File: src/rtl/div_seq_pkg.sv
// Shared definitions for the EX-stage divider: state encoding, handshake levels
// and the ALU op codes that select DIV/DIVU.
package div_seq_pkg;

  typedef enum logic [1:0] {
    DivFree   = 2'b00,
    DivByZero = 2'b01,
    DivOn     = 2'b10,
    DivEnd    = 2'b11
  } div_state_e;

  localparam logic DivResultReady    = 1'b1;
  localparam logic DivResultNotReady = 1'b0;
  localparam logic DivStart          = 1'b1;
  localparam logic DivStop           = 1'b0;

  localparam logic [7:0] EXE_DIV_OP  = 8'b0001_1010;
  localparam logic [7:0] EXE_DIVU_OP = 8'b0001_1011;

endpackage

File: src/rtl/div_seq_step.sv
// One restoring shift-subtract iteration. The working register's top bit is
// shifted out every step, so only the low 2*DATA_W bits are needed as input.
module div_step #(
  parameter int DATA_W = 32
) (
  input  logic [2*DATA_W-1:0] dend_in,
  input  logic [DATA_W-1:0]   divisor,
  output logic [2*DATA_W:0]   dend_out
);

  logic [DATA_W:0] diff;

  always_comb begin
    diff = {1'b0, dend_in[2*DATA_W-1:DATA_W]} - {1'b0, divisor};
    // A borrow means the partial remainder is smaller than the divisor: restore.
    if (diff[DATA_W]) begin
      dend_out = {dend_in, 1'b0};
    end else begin
      dend_out = {diff[DATA_W-1:0], dend_in[DATA_W-1:0], 1'b1};
    end
  end

endmodule

File: src/rtl/div_seq.sv
// Multi-cycle DIV/DIVU sequencer for EX: magnitude restoring division over
// DATA_W iterations with sign fix-up, stalling EX until the result is ready.
module div_seq
  import div_seq_pkg::*;
#(
  parameter int DATA_W = 32
) (
  input  logic                  clk,
  input  logic                  rst,
  input  logic                  signed_div_i,
  input  logic [DATA_W-1:0]     opdata1_i,
  input  logic [DATA_W-1:0]     opdata2_i,
  input  logic                  start_i,
  input  logic                  annul_i,
  output logic [2*DATA_W-1:0]   result_o,
  output logic                  ready_o,
  output logic                  stallreq_o
);

  localparam int CNT_W = $clog2(DATA_W + 1);

  div_state_e          state, state_nxt;
  logic [CNT_W-1:0]    cnt, cnt_nxt;
  logic [2*DATA_W:0]   dend, dend_nxt, dend_step;
  logic [DATA_W-1:0]   divisor, divisor_nxt;
  logic                neg_quot, neg_quot_nxt;
  logic                neg_rem, neg_rem_nxt;
  logic [2*DATA_W-1:0] result, result_nxt;
  logic [DATA_W-1:0]   quot_mag, rem_mag;

  function automatic logic [DATA_W-1:0] abs_val(input logic signed [DATA_W-1:0] v,
                                                input logic is_signed);
    logic signed [DATA_W-1:0] neg_v;
    neg_v = -v;
    return (is_signed && v[DATA_W-1]) ? $unsigned(neg_v) : $unsigned(v);
  endfunction

  function automatic logic [DATA_W-1:0] cond_neg(input logic [DATA_W-1:0] v,
                                                 input logic neg);
    return neg ? (~v + DATA_W'(1)) : v;
  endfunction

  div_step #(.DATA_W(DATA_W)) u_step (
    .dend_in  (dend[2*DATA_W-1:0]),
    .divisor  (divisor),
    .dend_out (dend_step)
  );

  assign quot_mag = dend[DATA_W-1:0];
  assign rem_mag  = dend[2*DATA_W:DATA_W+1];

  always_comb begin
    state_nxt    = state;
    cnt_nxt      = cnt;
    dend_nxt     = dend;
    divisor_nxt  = divisor;
    neg_quot_nxt = neg_quot;
    neg_rem_nxt  = neg_rem;
    result_nxt   = result;
    case (state)
      DivFree: begin
        if (start_i == DivStart && !annul_i) begin
          if (opdata2_i == '0) begin
            state_nxt = DivByZero;
          end else begin
            state_nxt    = DivOn;
            divisor_nxt  = abs_val(opdata2_i, signed_div_i);
            neg_quot_nxt = signed_div_i & (opdata1_i[DATA_W-1] ^ opdata2_i[DATA_W-1]);
            neg_rem_nxt  = signed_div_i & opdata1_i[DATA_W-1];
            dend_nxt     = {{DATA_W{1'b0}}, abs_val(opdata1_i, signed_div_i), 1'b0};
            cnt_nxt      = '0;
          end
        end
      end
      DivByZero: begin
        state_nxt  = annul_i ? DivFree : DivEnd;
        result_nxt = '0;
      end
      DivOn: begin
        if (annul_i) begin
          state_nxt  = DivFree;
          result_nxt = '0;
          cnt_nxt    = '0;
        end else if (cnt != CNT_W'(DATA_W)) begin
          dend_nxt = dend_step;
          cnt_nxt  = cnt + CNT_W'(1);
        end else begin
          // Magnitudes are done; restore signs (remainder follows the dividend).
          result_nxt = {cond_neg(rem_mag, neg_rem), cond_neg(quot_mag, neg_quot)};
          state_nxt  = DivEnd;
          cnt_nxt    = '0;
        end
      end
      DivEnd: begin
        if (annul_i || start_i == DivStop) begin
          state_nxt  = DivFree;
          result_nxt = '0;
        end
      end
      default: begin
        state_nxt  = DivFree;
        result_nxt = '0;
      end
    endcase
  end

  always_ff @(posedge clk) begin
    if (rst) begin
      state    <= DivFree;
      cnt      <= '0;
      dend     <= '0;
      divisor  <= '0;
      neg_quot <= 1'b0;
      neg_rem  <= 1'b0;
      result   <= '0;
    end else begin
      state    <= state_nxt;
      cnt      <= cnt_nxt;
      dend     <= dend_nxt;
      divisor  <= divisor_nxt;
      neg_quot <= neg_quot_nxt;
      neg_rem  <= neg_rem_nxt;
      result   <= result_nxt;
    end
  end

  assign result_o   = result;
  assign ready_o    = (state == DivEnd) ? DivResultReady : DivResultNotReady;
  assign stallreq_o = start_i & ~annul_i & (state != DivEnd);

endmodule

File: config.mk
export PLATFORM = sky130hd
export DESIGN_NAME = div_seq
export DESIGN_NICKNAME = d
export VERILOG_FILES = /design/src/rtl/div_seq_pkg.sv /design/src/rtl/div_seq_step.sv /design/src/rtl/div_seq.sv
export SDC_FILE = /design/constraint.sdc
export NUM_CORES = 1
export LEC_CHECK = 0
export ABC_AREA = 1
export BUFFER_PORTS_ARGS = -buffer_cell sky130_fd_sc_hd__buf_2
export CAP_MARGIN = 0
export CORE_UTILIZATION = 54
export DETAILED_ROUTE_END_ITERATION = 10
export HOLD_SLACK_MARGIN = 0.03
export PLACE_DENSITY = 0.74
export SLEW_MARGIN = 20
export SYNTH_ARGS = -nofsm -noshare
export SYNTH_HDL_FRONTEND = slang
export SYNTH_SLANG_ARGS = --single-unit
File: constraint.sdc
create_clock -name clk -period 2.95 [get_ports clk]
set_input_delay 0.7375 -clock clk [delete_from_list [all_inputs] [get_ports clk]]
set_output_delay 0.7375 -clock clk [all_outputs]
set_load 0.01 [all_outputs]
==> flow_summary.ini, run 1 <==
[detailed_routing]
via_per_inst = 5.38
drcViolationCount = 0
drt_first_pass_iters = 5
post_drt_wl_per_cell_um = 15.1
via_count = 13900
postRouteAntennaNets = 0
routed_wl_um = 39000
drt_iter0_drc = 1099

[placement]
io_buffers = 134
place_congestion = 0.978
place_inst = 2561
post-place-ws_ns = 0.264
dp_hpwl_um = 30300

[clocking]
clock-sinks = 171
cts_made_buffers = 17
cts_tree = built
clk_latency_ns = 0.45
postCtsResizedCells = 0
clkTransAtPathRegs_ns = 0.07
cts_htree_levels = 4
cts_hold_buf = 0
clock-root-buffer = clkbuf_16
clockBufferDepth = 2
postCtsSetupRepairBufs = 0

[sta]
final_hold_viol_count = 0
slew_headroom_pct = 38.1
fmax_mhz = 383
fin_ws_ns = 0.341
rsz0062_at_grt = no
tightest_slew_ns = 0.928
final-max-slew-violation-count = 0
fin_crit_ns = 2.61
tns_ns = 0
skew_ns = 0.0177
setup-violations-final = 0
fin_crit_sh_pct = 88.5

[floorplan]
dieArea_um2 = 24400
rows = 56
coreArea_um2 = 23400
start_util_pct = 55.0
io_pins = 135
die_h_um = 156
die_w_um = 156

[critical_path]
cp-endpoint = dend[35]$_SDFFE_PP0P_
ff2ff_path_depth = 15
start_kind = flip-flop
crit_path_end_kind = flip-flop
critPathArrivalTime_ns = 2.92
critPathKind = flip-flop to flip-flop
rrSetupSlack_ns = 0.34
required_ns = 3.26
r2r-end = dend[35]$_SDFFE_PP0P_
critPathMaxFanout = 21
timing.rr.start = dend[33]$_SDFFE_PP0P_
worstSetupStartpoint = dend[33]$_SDFFE_PP0P_

[grt]
grt_pass1_wl_um = 62700
track_usage_pct = 32.5
grt_overflow = 0
grt_pass1_vias = 12500
antenna_found_initial = 0
grt_max_degree = 114

[power]
power_density_nw_per_um2 = 678
ir_drop_v = 0.000645
p_leak_nw = 7.29

[synthesis]
synth-seq-cells = 171
yosysWarnings = 0
synth.area.top_cells = dfxtp_1, nand2_1, inv_1
synthCells = 2158
synth_top_area_share_pct = 26.6
synth-edff-count = 0
synthArstFlopShare_pct = 0
netlist_area_um2 = 12900
ys_seq_area_share_pct = 26.6
synth_cell_types = 45
synth_nets = 2270
avgSynthCellArea_um2 = 5.96
yosys.area.top_type = dfxtp_1
synth_ff_type = dfxtp_1

[finish]
finalNonFillerCells = 2593
multi_input_comb_area_um2 = 7840
n_antenna_cell = 0
final_util_pct = 61.5
final_nets = 2373
drive_above_1_share_pct = 11.1
areaGrowthSynthToFinish_pct = 11.9
final-seq-area_um2 = 3420
nFillCells = 2409

[run]
max_cap_violations = 0

[run_status]
status = finished, final reports clean

[min_path]
hold_path.class = flip-flop to flip-flop
worst min-delay path by stage:
stage	start	endpoint	cells after the start
global route	result_o[17]$_SDFFE_PP0P_	result_o[17]$_SDFFE_PP0P_	2
global placement	result_o[62]$_SDFFE_PP0P_	result_o[62]$_SDFFE_PP0P_	2
detailed placement	result_o[17]$_SDFFE_PP0P_	result_o[17]$_SDFFE_PP0P_	2
finish	result_o[17]$_SDFFE_PP0P_	result_o[17]$_SDFFE_PP0P_	2
floorplan	divisor[18]$_SDFFE_PP0P_	divisor[18]$_SDFFE_PP0P_	2
CTS	result_o[17]$_SDFFE_PP0P_	result_o[17]$_SDFFE_PP0P_	2
cells in the mapped netlist, drive strengths merged (2+ instances only):
cell	count
or2	5
and2	3
xnor2	21
inv	315
buf	46
o211ai	3
nand4	31
o21ai	115
nor2	173
nor3	15
clkbuf	37
and3	3
o21bai	3
nand3b	3
nand2	656
a22oi	5
a211oi	2
dfxtp	171
nand3	230
a21oi	207
nor3b	3
xor2	55
ha	42
o31ai	4
a31oi	5
per-layer routing:
metal | global-route usage, % | wire length [um]
met4 | 15.4 | 1580
met2 | 50.9 | 17500
met3 | 3.96 | 2020
met5 | 0 | 0
met1 | 44.2 | 17900
registers in the layout, indices dropped and copies added, names as in the netlist:
| name | flops |
|---|---|
| result_o | 64 |
| neg_rem | 1 |
| cnt | 6 |
| divisor | 32 |
| dend | 65 |
| state | 2 |
| neg_quot | 1 |
where the power goes:
| part | internal (W) | leakage (nW) | switching, W | total [W] |
|---|---|---|---|---|
| registers | 0.00263 | 1.39 | 0.000269 | 0.00290 |
| clock network | 0.00115 | 0.283 | 0.00110 | 0.00225 |
| logic | 0.00143 | 5.62 | 0.00317 | 0.00461 |
worst max-delay path, stage by stage (launching register included):
cell and delay, ns:
dfxtp_1 0.44, inv_1 0.13, fa_1 0.43, inv_1 0.12, nand2_1 0.09, nand2_1 0.12
nand3_1 0.08, nand2_1 0.13, nand2_2 0.08, nand2_4 0.09, nand2_4 0.06, nand2_4 0.23
buf_4 0.23, o21ai_0 0.10, nand3_1 0.07, a21oi_1 0.06
metrics by stage:
stage,hold slack (ns),area (um2),total power (W)
global placement,0.451,13800,0.00739
CTS,0.463,14400,0.00970
global route,0.474,14400,0.0105
floorplan,0.430,12900,0.00637
finish,0.464,14400,0.00976
detailed placement,0.452,13800,0.00746
cell families after synthesis:
group	synth area share, %
compound gates	14.3
xor+xnor	5.18
buf+inv	12.5
fa+ha+maj	4.24
simple gates	37.2
flops	26.6
cell usage in the layout (no fill, tap or decap), drive strengths merged, types with 31 or more instances in the layout:
cell | netlist | layout
nand2 | 656 | 656
inv | 315 | 323
nand3 | 230 | 230
a21oi | 207 | 207
nor2 | 173 | 173
dfxtp | 171 | 171
buf | 46 | 167
o21ai | 115 | 115
xor2 | 55 | 55
ha | 42 | 42
nand4 | 31 | 31
layout make-up:
class,instances,share of cell area (%)
multi-input combinational,1589,54.5
clock buffer,18,3.05
timing repair buffer,167,6.66
inverter,315,8.21
tap,319,2.77
clock inverter,14,1.03
sequential,171,23.8
Power figures use the tool's default switching activity.
==> run 2: changes to the inputs <==
--- a/config.mk
+++ b/config.mk
@@ -5,13 +5,11 @@
 export SDC_FILE = /design/constraint.sdc
 export NUM_CORES = 1
 export LEC_CHECK = 0
-export ABC_AREA = 1
 export BUFFER_PORTS_ARGS = -buffer_cell sky130_fd_sc_hd__buf_2
 export CAP_MARGIN = 0
-export CORE_UTILIZATION = 54
+export CORE_UTILIZATION = 35
 export DETAILED_ROUTE_END_ITERATION = 10
 export HOLD_SLACK_MARGIN = 0.03
-export PLACE_DENSITY = 0.74
 export SLEW_MARGIN = 20
 export SYNTH_ARGS = -nofsm -noshare
 export SYNTH_HDL_FRONTEND = slang
==> flow_summary.ini, run 2 <==
[synthesis]
yosysWarnings = 0
synthMuxAreaShare_pct = 2.79
synth.area.top_cells = dfxtp_1, xnor2_1, nand2_1
synth_xor_area_share_pct = 11.8
ys_seq_area_share_pct = 31.5
netlist_area_um2 = 10900
avgSynthCellArea_um2 = 7.63
synth-seq-cells = 171
synth_compound_area_share_pct = 22.9
yosys.area_share.simple_pct = 21.1
synthArstFlopShare_pct = 0
synthCells = 1422
yosys-top-cells-count = nand2_1, dfxtp_1, nor2_1
synth-adder-area-share_pct = 5.03
yosys.area.top_type = dfxtp_1
synth_cell_types = 68
synth_ff_type = dfxtp_1
synth_nets = 1534
synth-edff-count = 0
synth_top_area_share_pct = 31.5
synth_most_common_cell = nand2_1
synth_top_family_by_area = compound AO/OA/AOI/OAI gates

[critical_path]
required_ns = 3.32
start_kind = flip-flop
critPathArrivalTime_ns = 3.38
critPathKind = flip-flop to flip-flop
worstSetupStartpoint = dend[43]$_SDFFE_PP0P_
timing.rr.start = dend[43]$_SDFFE_PP0P_
crit_path_end_kind = flip-flop
critPathMaxFanout = 6

[sta]
final-max-slew-violation-count = 0
fin_crit_sh_pct = 102
skew_ns = 0.0142
slew_headroom_pct = 46.1
rsz0062_at_grt = yes
tightest_slew_ns = 0.809
fmax_mhz = 331
fin_crit_ns = 3.02
setup-violations-final = 15
final_hold_viol_count = 0
fin_ws_ns = -0.0670

[run_status]
violations = negative setup slack
status = finished, violations left

[grt]
grt_pass1_vias = 10300
grt_pass1_wl_um = 53400
grtUsageMet1_pct = 28.4
met3_usage_pct = 3.41
antenna_found_initial = 0
grt_max_degree = 65
top_usage_layer = met2
track_usage_pct = 21.2
use_met2_pct = 34.6
grt_overflow = 0

[finish]
final-seq-area_um2 = 3440
areaGrowthSynthToFinish_pct = 30.1
finalNonFillerCells = 2091
drive_above_1_share_pct = 24.8
final_nets = 1794
layout_commonest_cell = nand2_1
nFillCells = 3062
multi_input_comb_area_um2 = 7180
largest_reg_flops = 65
largest_register = dend
final_cell_mix = nand2_1, buf_4, dfxtp_1
n_antenna_cell = 0

[placement]
place_congestion = 0.917
dp_hpwl_um = 26300
io_buffers = 134
post-place-ws_ns = -0.191
place_inst = 2042

[detailed_routing]
via_count = 10900
post_drt_wl_per_cell_um = 16.0
drt_first_pass_iters = 5
drcViolationCount = 0
drt_iter0_drc = 748
routed_wl_um = 33400
via_per_inst = 5.19
postRouteAntennaNets = 0

[power]
ir_drop_v = 0.000411
total_power_w = 0.00890
p_leak_nw = 6.03
power_density_nw_per_um2 = 630

[clocking]
clock-sinks = 171
cts_hold_buf = 0
clockBufferDepth = 2
cts_htree_levels = 4
cts_tree = built
clock-root-buffer = clkbuf_16
clkTransAtPathRegs_ns = 0.07
cts_made_buffers = 17
clk_latency_ns = 0.44

[floorplan]
io_pins = 135
dieArea_um2 = 31700
coreArea_um2 = 30500
rows = 64
start_util_pct = 35.6
die_h_um = 178
die_w_um = 178

[run]
max_cap_violations = 0

[min_path]
hold_path.class = flip-flop to flip-flop
min-delay-start = result_o[57]$_SDFFE_PP0P_
## run 2: timing repair
| item | 4_1_cts | 5_1_grt |
|---|---|---|
| resized for setup | 10 | 51 |
| setup endpoints to repair | 34 | 39 |
| hold endpoints to repair | 0 | 0 |
| pin swaps | 4 | 17 |
| setup buffers | 6 | 12 |
## run 2: power breakdown
part,leakage (nW),switching (W),total (W),internal [W]
combinational,4.36,0.00227,0.00395,0.00168
clock,0.278,0.00103,0.00219,0.00115
sequential,1.39,0.000230,0.00276,0.00253
total,6.03,0.00354,0.00890,0.00537
## run 2: final timing paths
kind | to | slack, ns | cells after the start
max | dend[34]$_SDFFE_PP0P_ | -0.07 | 12
min | result_o[57]$_SDFFE_PP0P_ | 0.45 | 2
max reg2reg | dend[34]$_SDFFE_PP0P_ | -0.07 | 12
min reg2reg | result_o[57]$_SDFFE_PP0P_ | 0.45 | 2
## run 2: cells by family (layout without fill, tap and decap cells)
kind of cell,after synthesis,after routing
xor+xnor,146,146
buf+inv,133,406
simple gates,494,494
flops,171,171
mux,30,30
fa+ha+maj,43,43
compound gates,405,405
## run 2: cell type report
| type | instances | area share [%] |
|---|---|---|
| clock buffers | 20 | 3.23 |
| flip-flops and latches | 171 | 24.4 |
| multi-input cells | 1118 | 50.8 |
| inverters | 56 | 1.49 |
| repair buffers | 318 | 15.8 |
| clock inverters | 12 | 0.735 |
| well taps | 396 | 3.51 |
## run 2: metrics by stage
step	hold slack, ns	setup TNS, ns	area, um2	utilization [%]
global placement	0.434	-5.72	13200	43.2
CTS	0.448	0	13800	45.3
floorplan	0.440	0	10900	-
global route	0.476	-3.40	14100	46.3
finish	0.446	-0.652	14100	46.3
detailed placement	0.438	-7.08	13200	43.2
## run 2: metal layers
metal	vias up	routed length (um)	share of wire, %
li1	5517	-	-
met1	5067	15900	47
met2	221	15500	46
met3	49	1220	3.6
met4	0	828	2.5
met5	-	0	0
## run 2: worst max-delay path: stages (launching register included)
cell	delay (ns)
dfxtp_1	0.43
ha_4	0.25
a21oi_2	0.14
o21ai_2	0.09
a211o_1	0.30
a311o_1	0.33
a31oi_2	0.26
o21ai_2	0.13
a211oi_4	0.32
buf_12	0.15
buf_12	0.11
mux2_1	0.32
o21ai_1	0.11
==> run 3: changes to the inputs <==
--- a/config.mk
+++ b/config.mk
@@ -10,6 +10,7 @@
 export CORE_UTILIZATION = 35
 export DETAILED_ROUTE_END_ITERATION = 10
 export HOLD_SLACK_MARGIN = 0.03
+export PLACE_DENSITY_LB_ADDON = 0.05
 export SLEW_MARGIN = 20
 export SYNTH_ARGS = -nofsm -noshare
 export SYNTH_HDL_FRONTEND = slang
==> constraint.sdc (replaced) <==
create_clock -name clk -period 2.82 [get_ports clk]
set_input_delay 0.705 -clock clk [delete_from_list [all_inputs] [get_ports clk]]
set_output_delay 0.705 -clock clk [all_outputs]
set_load 0.01 [all_outputs]
==> flow_summary.ini, run 3 (synthesized netlist as in run 2, its figures left out) <==
[clocking]
cts_made_buffers = 17
clkTransAtPathRegs_ns = 0.07
clock-root-buffer = clkbuf_16
clock-sinks = 171
cts_htree_levels = 4
cts_hold_buf = 0
cts_tree = built
clk_latency_ns = 0.45
clockBufferDepth = 2

[floorplan]
die_w_um = 178
dieArea_um2 = 31700
coreArea_um2 = 30500
die_h_um = 178
io_pins = 135
rows = 64
start_util_pct = 35.6

[grt]
grt_overflow = 0
antenna_found_initial = 0
grt_pass1_wl_um = 54700
grt_max_degree = 79
grt_pass1_vias = 10100
track_usage_pct = 22.1

[power]
ir_drop_v = 0.000396
sw_frac_of_total_pct = 39.7
internal_power_w = 0.00583
total_power_w = 0.00966
power_density_nw_per_um2 = 660
p_seq_share_pct = 29.8
netSwitchingPower_w = 0.00383
p_leak_nw = 6.24
p_comb_share_pct = 44.7
power.share.clock_pct = 25.5

[sta]
setup-violations-final = 20
final-max-slew-violation-count = 0
rsz0062_at_grt = yes
fin_ws_ns = -0.0870
slew_headroom_pct = 46.2
final_hold_viol_count = 0
skew_ns = 0.0108
tightest_slew_ns = 0.808
fin_crit_sh_pct = 103
fin_crit_ns = 2.91
fmax_mhz = 344

[detailed_routing]
via_count = 10800
routed_wl_um = 34500
drt_iter0_drc = 604
post_drt_wl_per_cell_um = 16.2
drt_first_pass_iters = 5
postRouteAntennaNets = 0
drcViolationCount = 0
via_per_inst = 5.07

[finish]
largest_reg_flops = 65
largest_register = dend
final_cell_mix = buf_4, nand2_1, dfxtp_1
drive_above_1_share_pct = 28.2
layout_commonest_cell = buf_4
finalNonFillerCells = 2126
areaGrowthSynthToFinish_pct = 34.9
n_antenna_cell = 0
final_nets = 1829

[min_path]
min-delay-start = result_o[54]$_SDFFE_PP0P_
hold_path.class = flip-flop to flip-flop
holdPathEnd = result_o[54]$_SDFFE_PP0P_
whs_path_depth = 2

[run]
max_cap_violations = 0

[critical_path]
required_ns = 3.13
rrSetupSlack_ns = -0.09
timing.rr.start = dend[42]$_SDFFE_PP0P_
ff2ff_path_depth = 10
max_stage_delay_ns = 0.44
critPathMaxFanout = 2
start_kind = flip-flop
crit_top_cell = or3_4
path_buf_inv = 1
slowest_stage = or4_4
crit_chain = buf_6 > nor4_4 > nand2b_1 > or3_4 > or3_4 > or4_4 > or3_4 > o31ai_4 > xor2_1 > o21ai_1
critPathKind = flip-flop to flip-flop
critPathArrivalTime_ns = 3.21
r2r-end = result_o[63]$_SDFFE_PP0P_
critPathTopFamily = simple AND/OR/NAND/NOR gates
crit_path_end_kind = flip-flop

[placement]
post-place-ws_ns = -0.346
io_buffers = 134
place_congestion = 0.832
dp_hpwl_um = 26600
place_inst = 2073

[run_status]
status = finished, violations left
violations = negative setup slack
-- run 3: cell types whose count changed in the layout (fill, tap and decap cells not counted), moves of 4 or more --
cell and change:
or3_4 +4, buf_6 +9, dfxtp_1 -4, or3_1 -4, buf_4 +29
-- run 3: final cells by class --
cell class | instances | area, um2
Inverter | 56 | 210
Fill cell | 3073 | 15900
Timing Repair Buffer | 353 | 2510
Clock buffer | 19 | 443
Clock inverter | 13 | 155
Multi-Input combinational cell | 1118 | 7380
Sequential cell | 171 | 3450
Tap cell | 396 | 495
-- run 3: worst min-delay path, delay by kind of cell, from the launching register on --
| family | cells | cell delay [ns] |
|---|---|---|
| flops | 1 | 0.31 |
| simple gates | 1 | 0.05 |
| compound gates | 1 | 0.05 |
-- run 3: worst max path at each step --
stage | start | end | slack, ns | depth (start not counted)
3_3_place_gp | opdata1_i[11] | dend[32]$_SDFFE_PP0P_ | -0.34 | 9
5_1_grt | dend[47]$_SDFFE_PP0P_ | dend[57]$_SDFFE_PP0P_ | -0.19 | 13
4_1_cts | dend[48]$_SDFFE_PP0P_ | dend[54]$_SDFFE_PP0P_ | -0.10 | 14
3_5_place_dp | opdata2_i[15] | dend[32]$_SDFFE_PP0P_ | -0.35 | 9
6_report | dend[42]$_SDFFE_PP0P_ | result_o[63]$_SDFFE_PP0P_ | -0.09 | 10
2_1_floorplan | opdata2_i[4] | dend[50]$_SDFFE_PP0P_ | -0.01 | 11
-- run 3: layer usage --
| layer | share of wire, % | track usage [%] | vias to the layer above |
|---|---|---|---|
| met5 | 0 | 0 | - |
| met4 | 1.5 | 6.09 | 0 |
| met3 | 2.9 | 2.86 | 26 |
| met2 | 43 | 33.8 | 183 |
| met1 | 52 | 32.2 | 4983 |
| li1 | - | - | 5592 |
-- run 3: per-stage QoR --
step                util (%)  hold WS, ns  setup TNS (ns)  cell area [um2]
floorplan                  -        0.440         -0.0596            11000
global placement        44.0        0.435          -14.02            13400
detailed placement      44.0        0.438          -18.42            13400
CTS                     47.2        0.447           -1.42            14400
global route            48.0        0.461           -4.03            14600
finish                  48.0        0.443          -0.811            14600
-- run 3: power by group through the flow --
stage / Combinational (W) / Clock, W / Sequential (W)
after floorplan: 0.00256 / 0 / 0.00287
after global placement: 0.00402 / 0 / 0.00292
after detailed placement: 0.00403 / 0 / 0.00293
after CTS: 0.00421 / 0.00253 / 0.00287
after global routing: 0.00475 / 0.00262 / 0.00292
final: 0.00432 / 0.00246 / 0.00288
-- run 3: repair_timing --
action / 4_1_cts / 5_1_grt
cloned: 2 / 0
setup buffers: 14 / 8
endpoints found under the hold margin: 0 / 0
endpoints found under the setup margin: 42 / 55
gates resized for setup: 55 / 47
pin swaps: 17 / 24
